===== src/rtl/period_wave_gen_pkg.sv =====
// period_wave_gen shared types and constants.
// State encoding and default widths for the period generator.
package period_wave_gen_pkg;

    typedef enum logic {
        IDLE = 1'b0,
        RUN  = 1'b1
    } state_t;

    localparam int WIDTH_DEF   = 8;
    localparam int CYCLE_CNT_W = 16;

endpackage


===== src/rtl/period_down_counter.sv =====
// Loadable down counter with terminal flag.
// Load places val-1 so the terminal edge closes a val-cycle interval.
module period_down_counter
    import period_wave_gen_pkg::*;
#(
    parameter int WIDTH = WIDTH_DEF
) (
    input  logic             clk,
    input  logic             rst,
    input  logic             clear,
    input  logic             load,
    input  logic [WIDTH-1:0] load_val,
    input  logic             dec,
    output logic             zero
);

    localparam logic [WIDTH-1:0] ONE = {{(WIDTH-1){1'b0}}, 1'b1};

    logic [WIDTH-1:0] cnt;

    // count register: clear beats load beats decrement
    always_ff @(posedge clk) begin
        if (rst) begin
            cnt <= '0;
        end else if (clear) begin
            cnt <= '0;
        end else if (load) begin
            cnt <= load_val - ONE;
        end else if (dec) begin
            cnt <= cnt - ONE;
        end
    end

    assign zero = (cnt == '0);

endmodule


===== src/rtl/period_wave_gen.sv =====
// Programmable period tick and square-wave generator.
// Optional PERIOD_WAVE_GEN_CYCLE_CNT_EN adds a 16-bit tick counter output.
module period_wave_gen
    import period_wave_gen_pkg::*;
#(
    parameter int WIDTH = WIDTH_DEF
) (
    input  logic                   clk,
    input  logic                   rst,
    input  logic                   en,
    input  logic [WIDTH-1:0]       set_period,
    output logic                   tick,
    output logic                   wave_out,
    output logic [WIDTH-1:0]       cur_period,
    output logic                   busy,
    output logic                   update_ack
`ifdef PERIOD_WAVE_GEN_CYCLE_CNT_EN
    ,
    output logic [CYCLE_CNT_W-1:0] period_count
`endif
);

    state_t state;
    state_t state_n;
    logic   zero;
    logic   load;
    logic   clear;
    logic   dec;
    logic   tick_n;
    logic   wave_n;
    logic   ack_n;
    logic   sp_nz;

    assign sp_nz = (set_period != '0);

    period_down_counter #(
        .WIDTH(WIDTH)
    ) u_cnt (
        .clk     (clk),
        .rst     (rst),
        .clear   (clear),
        .load    (load),
        .load_val(set_period),
        .dec     (dec),
        .zero    (zero)
    );

    // state register
    always_ff @(posedge clk) begin
        if (rst) state <= IDLE;
        else     state <= state_n;
    end

    // next state and counter control; abort on en=0 pre-empts a terminal tick
    always_comb begin
        state_n = state;
        load    = 1'b0;
        clear   = 1'b0;
        dec     = 1'b0;
        tick_n  = 1'b0;
        wave_n  = wave_out;
        unique case (state)
            IDLE: begin
                wave_n = 1'b0;
                if (en && sp_nz) begin
                    state_n = RUN;
                    load    = 1'b1;
                end
            end
            RUN: begin
                if (!en) begin
                    state_n = IDLE;
                    clear   = 1'b1;
                    wave_n  = 1'b0;
                end else if (!zero) begin
                    dec = 1'b1;
                end else begin
                    tick_n = 1'b1;
                    wave_n = ~wave_out;
                    if (sp_nz) load = 1'b1;
                    else       state_n = IDLE;
                end
            end
            default: state_n = IDLE;
        endcase
        ack_n = load && (set_period != cur_period);
    end

    // registered outputs
    always_ff @(posedge clk) begin
        if (rst) begin
            tick       <= 1'b0;
            wave_out   <= 1'b0;
            busy       <= 1'b0;
            update_ack <= 1'b0;
            cur_period <= '0;
        end else begin
            tick       <= tick_n;
            wave_out   <= wave_n;
            busy       <= (state_n == RUN);
            update_ack <= ack_n;
            if (load) cur_period <= set_period;
        end
    end

`ifdef PERIOD_WAVE_GEN_CYCLE_CNT_EN
    // tick tally, cleared only by reset, wraps naturally
    always_ff @(posedge clk) begin
        if (rst)         period_count <= '0;
        else if (tick_n) period_count <= period_count + 1'b1;
    end
`endif

endmodule

===== config.mk =====
export PLATFORM = sky130hd
export DESIGN_NAME = period_wave_gen
export DESIGN_NICKNAME = d
export VERILOG_FILES = /design/src/rtl/period_wave_gen_pkg.sv /design/src/rtl/period_down_counter.sv /design/src/rtl/period_wave_gen.sv
export SDC_FILE = /design/constraint.sdc
export NUM_CORES = 1
export LEC_CHECK = 0
export BUFFER_PORTS_ARGS = -buffer_cell sky130_fd_sc_hd__buf_2
export CAP_MARGIN = 30
export CORE_MARGIN = 10
export CORE_UTILIZATION = 54
export DETAILED_ROUTE_END_ITERATION = 16
export PLACE_DENSITY = 0.81
export SYNTH_ARGS = -nofsm -noshare
export SYNTH_HDL_FRONTEND = slang
export SYNTH_SLANG_ARGS = --single-unit

===== constraint.sdc =====
create_clock -name clk -period 4.6 [get_ports clk]
set_input_delay 1.15 -clock clk [delete_from_list [all_inputs] [get_ports clk]]
set_output_delay 1.15 -clock clk [all_outputs]
set_load 0.005 [all_outputs]

==> flow_metrics.tcl, run 1 <==
set metrics [dict create \
    yosysSeqAreaShare_pct 33.6 \
    ys_warn_count 0 \
    route.detailed.drc 0 \
    synth_top_area_cell "dfxtp_1" \
    grt_max_degree 14 \
    drive_gt1_share_pct 23.1 \
    period_share_pct 77.4 \
    synthesis.area_sq_mm 0.00119 \
    path_max_fanout 13 \
    hold_violations 0 \
    hpwlAfterDp_mm 2.34 \
    synthCells 145 \
    synth_top_area_share_pct 33.6 \
    maxCapViolCount 0 \
    worstSkewPairLatency_ns 0.31 \
    firstDrtPassIters 5 \
    vias 1209 \
    whs_ns 0.484 \
    power_leakage_nw 0.531 \
    drv_slew 0 \
    die_h_um 67.0 \
    hp-class "flop to flop" \
    worst_pin_slew_ns 0.566 \
    outcome "complete, no violations" \
    drtIter0Drc 106 \
    worstPathArrival_ns 3.76 \
    initial_core_util_pct 59.0 \
    die_area_sq_mm 0.00449 \
    die_w_um 67.0 \
    required_ns 4.79 \
    fp.coreArea_sq_mm 0.00202 \
    place_area_sq_mm 0.00127 \
    synth_area_leaders "dfxtp_1 (34%), xor2_1 (6.6%), nand2_1 (6.3%)" \
    cts_made_buffers 3 \
    ctsLongestPathBuffers 2 \
    area_growth_pct 9.97 \
    cts_resized 0 \
    synth_seq_cells 20 \
    grt_pass1_vias 1121 \
    skew_ns 0.00259 \
    syn_nets 157 \
    start_kind "input port" \
    ioPinCount 23 \
    gp_congestion 1.02 \
    powerDensity_mw_per_mm2 343 \
    finalInstanceArea_sq_mm 0.00131 \
    end_kind "flop" \
    cts_setup_buffers 0 \
    cts_tree "built" \
    vias_per_cell 6.47 \
    period_needed_ns 3.56 \
    clock-root-buffer "clkbuf_4" \
    nets 173 \
    postRouteWirelength_mm 3.06 \
    io_buffers 22 \
    cts.sinks 20 \
    grt_antenna_before_repair 0 \
    crit_type "input port to flop" \
    relSlewSlack_pct 61.8 \
    setup_tns_ns 0 \
    n_antenna_cell 0 \
    num_rows 16 \
    htree_levels 1 \
    ant_nets 0 \
    grt_overflow 0 \
    clkTransAtPathRegs_ns 0.11 \
    async_flop_share_pct 0 \
    synthFlopType "dfxtp_1" \
    fillers 174 \
    avgRoutedWirePerCell_um 16.3 \
    rsz0062_at_grt "false" \
    ys_types 43 \
    hold_buffers 0 \
    grt_pass1_wl_mm 5.02 \
    setup_violations 0 \
    fmax_ghz 0.281 \
    track_usage_pct 13.7 \
    ir_worst_vdd_mv 0.251 \
    synth_edf_count 0 \
    avgSynthCellArea_sq_um 8.22 \
]
[worst paths after layout]
kind / slack (ns) / from / cells past startpoint / end
max: 1.04 / set_period[3] / 12 / u_cnt.cnt[4]
min: 0.48 / cur_period[4] / 2 / cur_period[4]
max reg2reg: 1.25 / u_cnt.cnt[2] / 10 / u_cnt.cnt[4]
min reg2reg: 0.48 / cur_period[4] / 2 / cur_period[4]
[metrics by stage]
step | setup WS, ns | util, % | power (mW) | std cells
after floorplan | 0.979 | - | 0.317 | 145
after CTS | 1.11 | 64.9 | 0.449 | 187
after global routing | 0.896 | 64.9 | 0.475 | 187
after global placement | 0.899 | 63.1 | 0.343 | 183
final | 1.04 | 64.9 | 0.449 | 187
after detailed placement | 0.771 | 63.1 | 0.348 | 183
[logic make-up after synthesis]
group                      after synthesis  synth area share [%]
and+or+nand+nor                         51                  21.2
AOI/OAI and AO/OA                       46                  28.3
DFF                                     20                  33.6
buffers and inverters                   14                  6.09
xor gates and xnor gates                11                  8.08
muxes                                    2                  1.68
adders and majority gates                1                  1.05
[layout make-up]
| cell class | instances | area, sq um | share of cell area, % |
|---|---|---|---|
| Clock buffer | 4 | 36.3 | 2.77 |
| Sequential cell | 20 | 400 | 30.5 |
| Timing Repair Buffer | 22 | 110 | 8.40 |
| Multi-Input combinational cell | 111 | 719 | 54.9 |
| Inverter | 3 | 11.3 | 0.859 |
| Tap cell | 27 | 33.8 | 2.58 |
[layer usage]
metal	global-route usage (%)	vias up	wire, um
li1	-	559	-
met3	4.68	18	326
met4	6.41	0	114
met5	0	-	0
met2	20.9	83	1390
met1	16.9	549	1230
[worst max-delay path, stage by stage]
cell and delay, ns:
buf_2 0.16, or4_4 0.58, o31ai_4 0.35, nor2_4 0.14, nand2_1 0.11, a21boi_0 0.20, ha_1 0.29, inv_1 0.09
o31ai_1 0.22, nor3_1 0.07, a221oi_1 0.26, o22ai_1 0.13
[power by group]
group / leakage [nW] / internal [mW] / total, mW / switching (mW)
combinational: 0.345 / 0.0567 / 0.139 / 0.0821
clock: 0.0210 / 0.0485 / 0.102 / 0.0540
sequential: 0.165 / 0.189 / 0.208 / 0.0188
total: 0.531 / 0.294 / 0.449 / 0.155
[registers in the layout, indices dropped and copies added (netlist names)]
| signal | count |
|---|---|
| tick | 1 |
| update_ack | 1 |
| busy | 1 |
| cur_period | 8 |
| u_cnt.cnt | 8 |
| wave_out | 1 |
[synth_stat cells (all sizes together) (2+ instances only)]
| cell | number |
|---|---|
| o31ai | 3 |
| nor2 | 8 |
| a21o | 2 |
| a21boi | 2 |
| clkbuf | 5 |
| or3 | 2 |
| buf | 6 |
| a211oi | 2 |
| nand3 | 4 |
| nor4 | 2 |
| mux2i | 2 |
| nor3 | 8 |
| a21oi | 16 |
| inv | 3 |
| a31oi | 3 |
| dfxtp | 20 |
| xnor2 | 2 |
| xor2 | 9 |
| o21ai | 7 |
| or4 | 4 |
| nand2 | 20 |
[placed cells by master (no fill, tap or decap), types with 2 or more instances in the layout]
| cell type | instances |
|---|---|
| nor4_1 | 2 |
| a211oi_1 | 2 |
| nor3_1 | 8 |
| clkbuf_4 | 3 |
| a21boi_0 | 2 |
| nor2_1 | 7 |
| a31oi_1 | 3 |
| buf_2 | 22 |
| o31ai_1 | 2 |
| xor2_1 | 9 |
| nand3_1 | 4 |
| o21ai_0 | 6 |
| a21o_1 | 2 |
| or4_1 | 3 |
| xnor2_1 | 2 |
| a21oi_2 | 2 |
| inv_1 | 3 |
| a21oi_1 | 14 |
| dfxtp_1 | 20 |
| nand2_1 | 20 |
| mux2i_1 | 2 |
No activity file was read; power rests on OpenSTA's default activity.
==> inputs of run 2 (changes only) <==
Settings changed: ABC_AREA from default to 1, CORE_UTILIZATION 54 to 53.
Clock period 4.6 ns to 3.6 ns, I/O delays scaled along.
==> run 2 against run 1 <==
Against the previous run: count of clock-buffer cells in the layout stayed put; flip-flop and latch count stayed put; setup slack worse by 0.048 ns; clock power is 27% higher; design area is 2.1% lower; core utilization is 0.079 points lower; register-to-register slack better by 0.14 ns; routed wire length is 17% lower; sequential power is 20% higher; clock skew is 0.00077 ns lower; critical path type unchanged.
==> flow_metrics.tcl, run 2 <==
set metrics [dict create \
    synth_top_area_share_pct 35.7 \
    period_needed_ns 2.61 \
    synth_area_leaders "dfxtp_1 (36%), nand2_1 (14%), a21oi_1 (7.1%)" \
    io_buffers 22 \
    grt_pass1_vias 1048 \
    avgSynthCellArea_sq_um 6.88 \
    cts_resized 0 \
    crit_type "input port to flop" \
    skew_ns 0.00182 \
    cts.sinks 20 \
    postRouteWirelength_mm 2.55 \
    die_h_um 66.0 \
    start_kind "input port" \
    synth_most_common_cell "nand2_1" \
    syn_nets 175 \
    setup_tns_ns 0 \
    fp.coreArea_sq_mm 0.00198 \
    num_rows 16 \
    period_share_pct 72.5 \
    end_kind "flop" \
    firstDrtPassIters 6 \
    clock-root-buffer "clkbuf_4" \
    critPathBufInv 5 \
    outcome "complete, no violations" \
    reg_top3 "cur_period x8, u_cnt.cnt x8" \
    ctsLongestPathBuffers 2 \
    clkTransAtPathRegs_ns 0.11 \
    cp_slowest_cell "nand2_4" \
    worstPathCellList "buf_2 -> nor2_1 -> nand2_1 -> nor2_2 -> nor2_2 -> nand2_4 -> clkinv_1 -> nand2_1 -> nand2_1 -> inv_2 -> ha_1 -> nand3_1 -> inv_1 -> nand3_1 -> nand2_1 -> inv_1 -> nor2_1 -> nor2_1" \
    cpMostUsedCell "nand2_1" \
    setup_violations 0 \
    synthCells 163 \
    relSlewSlack_pct 63.9 \
    route.detailed.drc 0 \
    ir_worst_vdd_mv 0.224 \
    powerDensity_mw_per_mm2 398 \
    synthesis.area_sq_mm 0.00112 \
    fin_ws_ns 0.990 \
    die_area_sq_mm 0.00435 \
    ys_warn_count 0 \
    power_leakage_nw 0.655 \
    worstSkewPairLatency_ns 0.30 \
    drv_slew 0 \
    synth_top_area_cell "dfxtp_1" \
    synthFlopType "dfxtp_1" \
    track_usage_pct 12.4 \
    hold_violations 0 \
    avgRoutedWirePerCell_um 11.9 \
    yosysSeqAreaShare_pct 35.7 \
    vias 1079 \
    layout_commonest_cell "nand2_1" \
    pre_cts_slack_ns 0.669 \
    die_w_um 66.0 \
    rsz0062_at_grt "false" \
    cts_made_buffers 3 \
    synth_seq_cells 20 \
    hold_buffers 0 \
    n_antenna_cell 0 \
    drtIter0Drc 38 \
    cts_tree "built" \
    htree_levels 1 \
    initial_core_util_pct 56.6 \
    path_max_fanout 22 \
    crit_family "simple AND/OR/NAND/NOR gates" \
    grt_overflow 0 \
    ioPinCount 23 \
    hpwlAfterDp_mm 2.04 \
    p_total_mw 0.511 \
    vias_per_cell 5.07 \
    fmax_ghz 0.383 \
    grt_pass1_wl_mm 4.44 \
    worstPathArrival_ns 2.82 \
    ys_types 28 \
    ant_nets 0 \
    final_cell_mix "nand2_1 (41), buf_2 (22), dfxtp_1 (20)" \
    max_stage_delay_ns 0.19 \
    area_growth_pct 14.5 \
    gp_congestion 0.950 \
    grt_antenna_before_repair 0 \
    place_area_sq_mm 0.00125 \
    finalInstanceArea_sq_mm 0.00128 \
    drive_gt1_share_pct 22.6 \
    maxCapViolCount 0 \
    nets 199 \
    worst_pin_slew_ns 0.541 \
    required_ns 3.81 \
    r2r_slack_ns 1.39 \
    synth_edf_count 0 \
    hp-class "flop to flop" \
    grt_max_degree 23 \
    synthTopCellsByCount "nand2_1 (41), dfxtp_1 (20), a21oi_1 (16), inv_1 (16), nor2_1 (13)" \
    async_flop_share_pct 0 \
    cts_setup_buffers 0 \
]
[run 2: cell count changes after synthesis, moves of 4 or more]
cell	delta
nand2_1	+21
nor3_1	-7
clkbuf_1	-4
nand2_2	+5
nor2_2	+5
nor2_1	+6
nand3_1	+4
inv_1	+13
[run 2: layout make-up]
cell class | instances | area (sq um)
inverters | 20 | 75.1
multi-input cells | 119 | 621
flip-flops and latches | 20 | 400
well taps | 27 | 33.8
fillers | 190 | 698
repair buffers | 23 | 118
clock buffers | 4 | 36.3
[run 2: logic make-up (layout without fill, tap and decap cells)]
group	count (synthesis)	after routing	synth area share (%)
simple gates	79	79	32.0
fa+ha+maj	1	1	1.12
flops	20	20	35.7
buf+inv	24	47	8.93
xor+xnor	8	8	6.25
compound gates	31	31	16.0
[run 2: layer usage]
layer / up-vias / global-route usage (%) / wire length [um]
met3: 6 / 4.41 / 181
met2: 28 / 19.9 / 1150
met4: 0 / 7.33 / 51
met5: - / 0 / 0
li1: 566 / - / -
met1: 479 / 13.9 / 1160
[run 2: worst paths after layout]
kind                                    start       endpoint  cells past startpoint
worst max-delay path            set_period[6]   u_cnt.cnt[6]                     18
worst min register to register  cur_period[6]  cur_period[6]                      2
worst max register to register   u_cnt.cnt[3]   u_cnt.cnt[6]                     16
worst min-delay path            cur_period[6]  cur_period[6]                      2
[run 2: power by group]
group / internal, mW / leakage [nW] / switching, mW
registers: 0.237 / 0.165 / 0.0132
clock network: 0.0617 / 0.0210 / 0.0683
logic: 0.0485 / 0.469 / 0.0829
[run 2: tightest hold or removal path: stages (launching register included)]
cell	delay, ns
dfxtp_1	0.34
nand2_1	0.07
a21oi_1	0.05
[run 2: through the flow]
| step | utilization [%] | instances | hold slack, ns |
|---|---|---|---|
| 6_report | 64.8 | 213 | 0.500 |
| 4_1_cts | 64.8 | 213 | 0.495 |
| 2_1_floorplan | - | 163 | 0.480 |
| 3_3_place_gp | 62.9 | 209 | 0.476 |
| 3_5_place_dp | 62.9 | 209 | 0.478 |
| 5_1_grt | 64.8 | 213 | 0.522 |
